<file path="config.mk">
export PLATFORM = sky130hd
export DESIGN_NAME = muladd_issue_ctl
export DESIGN_NICKNAME = d
export VERILOG_FILES = /design/src/rtl/muladd_issue_ctl.sv
export SDC_FILE = /design/constraint.sdc
export NUM_CORES = 2
export LEC_CHECK = 0
export ABC_CLOCK_PERIOD_IN_PS = 12840
export BUFFER_PORTS_ARGS = -buffer_cell sky130_fd_sc_hd__buf_2
export CAP_MARGIN = 20
export CORE_MARGIN = 2
export CORE_UTILIZATION = 35
export CTS_BUF_LIST = sky130_fd_sc_hd__clkbuf_8 sky130_fd_sc_hd__clkbuf_16
export DETAILED_ROUTE_END_ITERATION = 8
export SYNTH_ARGS = -nofsm -noshare
export SYNTH_HDL_FRONTEND = slang
export SYNTH_SLANG_ARGS = --single-unit
</file>
<file path="constraint.sdc">
create_clock -name ck -period 12.84 [get_ports ck]
set_input_delay 1.284 -clock ck [delete_from_list [all_inputs] [get_ports ck]]
set_output_delay 1.284 -clock ck [all_outputs]
set_load 0.1 [all_outputs]
</file>
<file path="src/rtl/muladd_issue_ctl.sv">
// Issue/collect controller for the 20-cycle multiply-add pipeline.
// Credits reserve a response slot per issued op so returns never overflow.
module muladd_issue_ctl #(
  parameter int DEPTH  = 32,
  parameter int HTID_W = 7
) (
  input  logic              ck,
  input  logic              rst,
  input  logic              i_req_vld,
  output logic              o_req_rdy,
  input  logic [63:0]       i_req_a,
  input  logic [63:0]       i_req_b,
  input  logic [63:0]       i_req_c,
  input  logic [HTID_W-1:0] i_req_htId,
  output logic              o_pipe_vld,
  output logic [63:0]       o_pipe_a,
  output logic [63:0]       o_pipe_b,
  output logic [63:0]       o_pipe_c,
  output logic [HTID_W-1:0] o_pipe_htId,
  input  logic              i_pipe_vld,
  input  logic [63:0]       i_pipe_res,
  input  logic [HTID_W-1:0] i_pipe_htId,
  output logic              o_rsp_vld,
  input  logic              i_rsp_rdy,
  output logic [63:0]       o_rsp_res,
  output logic [HTID_W-1:0] o_rsp_htId,
  output logic              o_idle,
  output logic              o_err
);

  localparam int AW = $clog2(DEPTH);
  localparam int CW = AW + 1;
  localparam logic [CW-1:0] FULL_CNT = CW'(DEPTH);

  typedef struct packed {
    logic [63:0]       res;
    logic [HTID_W-1:0] ht;
  } ent_t;

  ent_t mem [DEPTH];

  logic [CW-1:0] inflight;
  logic [CW-1:0] pipe_out;
  logic [CW-1:0] wr_ptr;
  logic [CW-1:0] rd_ptr;
  logic [CW-1:0] wr_nxt;
  logic [CW-1:0] rd_nxt;
  logic [CW-1:0] count;
  logic          req_hs;
  logic          rsp_hs;
  logic          spurious;
  logic          overflow;
  logic          push;
  logic          full;
  logic          head_load;
  ent_t          head;
  ent_t          incoming;

  assign o_req_rdy = inflight < FULL_CNT;
  assign o_idle    = inflight == '0;

  assign count     = wr_ptr - rd_ptr;
  assign full      = count == FULL_CNT;
  assign o_rsp_vld = count != '0;

  assign req_hs = i_req_vld & o_req_rdy;
  assign rsp_hs = o_rsp_vld & i_rsp_rdy;

  assign spurious = i_pipe_vld & (pipe_out == '0);
  assign overflow = i_pipe_vld & full & ~rsp_hs;
  assign push     = i_pipe_vld & ~spurious & ~overflow;

  assign incoming = '{res: i_pipe_res, ht: i_pipe_htId};

  assign wr_nxt = wr_ptr + CW'(push);
  assign rd_nxt = rd_ptr + CW'(rsp_hs);

  // Next head may be the entry being written this very cycle.
  assign head_load = wr_nxt != rd_nxt;

  always_comb begin
    head = mem[rd_nxt[AW-1:0]];
    if (push && (rd_nxt == wr_ptr)) begin
      head = incoming;
    end
  end

  always_ff @(posedge ck) begin
    if (push) begin
      mem[wr_ptr[AW-1:0]] <= incoming;
    end
  end

  always_ff @(posedge ck) begin
    if (rst) begin
      wr_ptr     <= '0;
      rd_ptr     <= '0;
      o_rsp_res  <= '0;
      o_rsp_htId <= '0;
    end else begin
      wr_ptr <= wr_nxt;
      rd_ptr <= rd_nxt;
      if (head_load) begin
        o_rsp_res  <= head.res;
        o_rsp_htId <= head.ht;
      end
    end
  end

  always_ff @(posedge ck) begin
    if (rst) begin
      inflight <= '0;
    end else begin
      unique case (1'b1)
        (req_hs & ~rsp_hs): inflight <= inflight + 1'b1;
        (~req_hs & rsp_hs): inflight <= inflight - 1'b1;
        default:            inflight <= inflight;
      endcase
    end
  end

  always_ff @(posedge ck) begin
    if (rst) begin
      pipe_out <= '0;
    end else begin
      unique case (1'b1)
        (o_pipe_vld & ~i_pipe_vld): pipe_out <= pipe_out + 1'b1;
        (~o_pipe_vld & push):       pipe_out <= pipe_out - 1'b1;
        (~o_pipe_vld & overflow):   pipe_out <= pipe_out - 1'b1;
        default:                    pipe_out <= pipe_out;
      endcase
    end
  end

  always_ff @(posedge ck) begin
    if (rst) begin
      o_pipe_vld  <= 1'b0;
      o_pipe_a    <= '0;
      o_pipe_b    <= '0;
      o_pipe_c    <= '0;
      o_pipe_htId <= '0;
    end else begin
      o_pipe_vld <= req_hs;
      if (req_hs) begin
        o_pipe_a    <= i_req_a;
        o_pipe_b    <= i_req_b;
        o_pipe_c    <= i_req_c;
        o_pipe_htId <= i_req_htId;
      end
    end
  end

  always_ff @(posedge ck) begin
    if (rst) begin
      o_err <= 1'b0;
    end else if (spurious | overflow) begin
      o_err <= 1'b1;
    end
  end

endmodule
</file>
Word level (Yosys, flattened, before mapping):

Memory sizes are Yosys's and may differ from the RTL's.
Cells that the tools add are included.

* memories: 1
* output and inout bits: 275
* RAM bits: 2272
* flip-flop bits (word level): 296

* order comparisons: 1
* bitwise logic cells: 19
* muxes and demuxes: 5
* equality and inequality tests: 3
* reductions and logical operators: 7
* add/sub/neg operators: 7

Memories
* mem: words 32, bits a word 71, read ports 1, clocked after memory_dff 0, wr ports 1, line 40 `ent_t mem [DEPTH];`

Operator list (number)
* $mux 71: 1
* $pmux 6 s2: 2
* $add 6x1->6: 2
* $add 6x1->6 const B: 2
* $and 1x1->1: 12
* $logic_not 6->1: 2
* $sub 6x1->6 const B: 2
* $eq 6x6->1: 1
* $eq 6x6->1 const B: 1
* $lt 6x6->1 const B: 1
* $ne 6x6->1: 1
* $not 1->1: 6
* $reduce_bool 6->1: 1
* $sub 6x6->6: 1
* $reduce_bool 2->1: 2
* $mux 1: 2
* $reduce_or 2->1: 1
* $logic_and 1x1->1: 1
* $or 1x1->1: 1

Logic depth before layout (Yosys ltp):

* depth in word-level cells: 10
* gate-level depth with buffers: 23

Worst setup path after synthesis:

No wires, ideal clock.

* path kind: register -> register
* from: register rd_ptr[4]
* to: memory mem[0][0] in the netlist's numbering, enable pin
* slack: 3.573 ns
* cell stages (with the launch flop): 10
* data arrival time: 8.592 ns
* period minus slack after synthesis: 9.267 ns
* cells stage by stage: dfxtp_1 buf_4 inv_2 ha_1 and2_1 o21a_1 a31o_2 o211ai_4 nand2_1 nor4_1

* longest elaborated chain between the ends: 9
* elaborated cells on any way between the ends: 11
* classes of those cells: 1 x add/sub; 1 x eq/ne; 2 x mux; 6 x bitwise; 1 x reduce/logical

Ends and longest elaborated chain
* start, declared: line 45 `logic [CW-1:0] rd_ptr;`
* start signal, assigned: line 102 `rd_ptr <= rd_nxt;`
* $sub 6x6->6 *: line 62 `assign count = wr_ptr - rd_ptr;`
* $reduce_bool 6->1: line 64 `assign o_rsp_vld = count != '0;`
* $and 1x1->1: line 67 `assign rsp_hs = o_rsp_vld & i_rsp_rdy;`
* $not 1->1: line 70 `assign overflow = i_pipe_vld & full & ~rsp_hs;`
* $and 1x1->1 *: line 70
* $not 1->1 *: line 71 `assign push = i_pipe_vld & ~spurious & ~overflow;`
* $and 1x1->1 *: line 71
* $mux 1 *: line 89 `if (push) begin`
* $mux 1 (not written as such) *: line 90 `mem[wr_ptr[AW-1:0]] <= incoming;`
* end, declared: line 40

Mark *: on every way between the ends. The rest lies on a longest branch, timed or not.

Worst setup path after layout:

* from: register rd_ptr[2]
* to: register o_rsp_res[36]

* longest elaborated chain between the ends: 9
* elaborated cells on any way between the ends: 16
* classes of those cells: 3 x add/sub; 3 x eq/ne; 1 x mux; 6 x bitwise; 2 x reduce/logical; 1 x memory

Ends and longest elaborated chain
* parallel branches: the longest is 9 deep, another holds $mem_v2 32x71
* end signal, assigned: line 104 `o_rsp_res <= head.res;`
* end, declared: line 25 `output logic [63:0] o_rsp_res,`

Several ways; the timed one is not identified.
A chain may end at the register's enable or synchronous reset.

==> summary.md <==
| Metric | Value |
|---|---|
| Vias per inst | `~5.5` |
| CP endpoint kind | `register` |
| Slew HR | `between 15 and 20%` |
| Sequential fraction of the synthesis area | `75.2%` |
| Ys flop type | `edfxtp_1` |
| WP data required | `13.62 ns` |
| Cell Area, Synth | `98600 µm²` |
| Die Span X | `between 500 and 600 µm` |
| GRT overflow | `0` |
| FF/Latch Area | `74200 µm²` |
| Die Y | `roughly 530 µm` |
| Post-CTS setup buffers | `0` |
| Final Setup Violations | `0` |
| DRC errors left | `0` |
| Final wirelength | `about 300000 µm` |
| Synthesized area per cell | `about 18 µm²` |
| Max Cap Viol | `0` |
| FMAX | `around 150 MHz` |
| Period utilisation layout | `50.3%` |
| VDD IR-drop max | `0.352 mV` |
| Tmin final | `roughly 6.5 ns` |
| Final Util | `between 40% and 50%` |
| # clock sinks | `roughly 2600` |
| CORE AREA | `280000 µm²` |
| Dpl ws | `between 6 and 7 ns` |
| Worst-margin pin slew | `1.22 ns` |
| Row count | `194` |
| CTS Root Buffer Type | `clkbuf_16` |
| Commonest non-fill, non-tap cell in the layout | `edfxtp_1` |
| CTS tree | `yes` |
| Final worst slack | `6.38 ns` |
| Layout net count | `roughly 6400` |
| Highest-count cells in the layout ignoring fill and taps | `2272 x edfxtp_1, 765 x nand2_1, 568 x mux4_2` |
| RePlAce Congestion | `0.915` |
| Endpoints failing hold | `0` |
| Worst-skew pair later-pin latency | `about 0.9 ns` |
| CTS H-tree lvls | `5` |
| Buffers on Ports | `about 550` |
| Max FO, Critical Path | `between 60 and 70` |
| Vias in the first global route | `between 50000 and 60000` |
| Outcome | `complete, no violations` |
| Multi-input logic area | `~23000 µm²` |
| Leak Pwr | `37.7 nW` |
| WL per Instance | `29.6 µm` |
| DIE AREA | `between 200000 and 300000 µm²` |
| Hold crit path type | `reg -> reg` |
| Post-cts sizing count | `0` |
| Largest net degree at the start of global routing | `~200` |
| EDFF count, synth | `approximately 2300` |
| Distinct cells, synth | `55` |
| DR vias | `55000` |
| Layout area overhead | `16.3%` |
| Initial DRC count | `around 5800` |
| CTS Buf Count | `approximately 280` |
| Synth Register Bits | `2568` |
| Ys async rst share | `0%` |
| FILL cells | `about 25000` |
| Worst-path clk slew | `0.06 ns` |
| CP startpoint kind | `register` |
| Final Max Tran Viols | `0` |
| Clk buf depth | `4` |
| TritonRoute pass-1 iters | `5` |
| Critical Path AT | `approximately 7.2 ns` |
| First-pass GRT wire length | `414000 µm` |
| Design Area, Final | `around 110000 µm²` |
| Syn Nets | `5770` |
| Placed cell areas | `~110000 µm²` |
| Initial antenna violation count | `40` |
| Initial Utilization | `a little over a third` |
| Syn. warnings | `0` |
| Post-DP HPWL | `154000 µm` |
| Mapped Cells | `5475` |
| Tot GR Track Use | `20.3%` |
| Setup_tns | `0 ns` |
| Pwr Density | `235 nW/µm²` |
| Crit Path Class | `reg -> reg` |
| Post-route ant nets | `0` |
| RSZ-0062 raised after global routing | `false` |
| Boundary pin count | `550` |
| Layout cells sized above 1 | `a little over a quarter` |
| Post-CTS Hold Fix Bufs | `0` |
| Clk_skew | `around 0.079 ns` |
[power breakdown]
group / switching (mW) / total [mW] / internal [mW]
logic: 5.68 / 9.49 / 3.81
registers: 0.232 / 9.71 / 9.48
clock network: 3.35 / 7.78 / 4.43
total: 9.26 / 27.0 / 17.7
[cells by family (layout without fill, tap and decap cells)]
| logic type | after synthesis | count (layout) | share of synthesized area, % |
|---|---|---|---|
| other | 0 | 15 | 0 |
| adder cells (fa/ha/maj) | 20 | 20 | 0.269 |
| multiplexers | 575 | 575 | 13.1 |
| flip-flops | 2568 | 2568 | 75.2 |
| AND/OR/NAND/NOR | 1378 | 1378 | 5.93 |
| buffers and inverters | 377 | 1186 | 1.69 |
| AO/OA/AOI/OAI | 522 | 522 | 3.54 |
| XOR/XNOR | 35 | 35 | 0.326 |
[final timing paths]
kind	from	slack (ns)	cells after the start	to
worst max-delay path	rd_ptr[2]	6.38	19	o_rsp_res[36]
worst min-delay path	o_pipe_a[28]	0.45	2	o_pipe_a[28]
worst max register to register	rd_ptr[2]	6.38	19	o_rsp_res[36]
worst min register to register	o_pipe_a[28]	0.45	2	o_pipe_a[28]
[metrics by stage]
| step | hold WS (ns) | cells | total power, mW |
|---|---|---|---|
| 3_3_place_gp | 0.439 | 9505 | 19.5 |
| 5_1_grt | 0.466 | 10000 | 28.2 |
| 2_1_floorplan | 0.478 | 5475 | 17.4 |
| 3_5_place_dp | 0.447 | 9506 | 19.5 |
| 4_1_cts | 0.454 | 10000 | 27.3 |
| 6_report | 0.453 | 10000 | 27.0 |
[state kept, by name (all words and copies together) (netlist names), 6 cells and up]
| name | cells |
|---|---|
| wr_ptr | 6 |
| inflight | 6 |
| o_pipe_htId | 7 |
| pipe_out | 6 |
| o_pipe_b | 64 |
| o_rsp_htId | 7 |
| mem | 2272 |
| o_rsp_res | 64 |
| rd_ptr | 6 |
| o_pipe_c | 64 |
| o_pipe_a | 64 |
[final cells by class]
cell class	count	area share, %
Antenna cell	15	0.0327
Inverter	16	0.0567
Multi-Input combinational cell	2530	20.2
Timing Repair Buffer	669	3.29
Clock buffer	298	6.34
Clock inverter	203	1.41
Sequential cell	2568	64.6
Tap cell	3724	4.06
[metal layers]
metal / part of all wire, % / GRT usage, % / wire, µm / vias up
li1: - / - / - / 22900
met1: 38 / 25.4 / 114000 / 29100
met2: 50 / 34.8 / 149000 / 2420
met3: 7.9 / 4.10 / 23400 / 523
met4: 3.7 / 7.32 / 10900 / 36
met5: 0.088 / 0 / 262 / -
[worst max-delay path, stage by stage, from the launching register on]
cell and delay (ns):
dfxtp_1 0.64, inv_1 0.18, ha_1 0.36, o21ai_0 0.19, a21oi_1 0.09, o41ai_2 0.38, nor2_1 0.09, nand3_1 0.10
and2_1 0.21, ha_4 0.18, ha_4 0.24, xnor2_2 0.13, buf_4 0.79, buf_4 0.86, buf_4 0.75, nand2_1 0.13
o311ai_0 0.18, nand3_1 0.18, or3_1 0.38, a311oi_1 0.25
[cell usage after synthesis, types with 2 or more instances]
cell	instances	area [µm²]
edfxtp_1	2272	68200
nand2_1	765	2870
mux4_2	568	12800
dfxtp_1	296	5930
nor2_1	273	1020
a21oi_1	217	1090
clkbuf_1	212	796
nand3_1	152	761
or3_1	77	482
buf_2	76	380
and2_1	74	463
a211oi_1	71	533
a311oi_1	71	622
o22ai_1	71	444
o311ai_0	71	622
buf_1	35	131
buf_4	35	263
ha_1	18	225
xnor2_1	18	158
xor2_1	15	131
inv_1	14	52.6
nor4_1	9	56.3
nor3_1	8	40.0
nor2b_1	7	43.8
mux2i_1	5	50.1
a21o_1	4	30.0
o21ai_0	4	20.0
a31o_2	3	26.3
buf_6	3	33.8
nand3b_1	3	22.5
fa_1	2	40.0
inv_2	2	7.51
nand2b_1	2	12.5
Note: power is estimated with default switching activity, not from simulation.
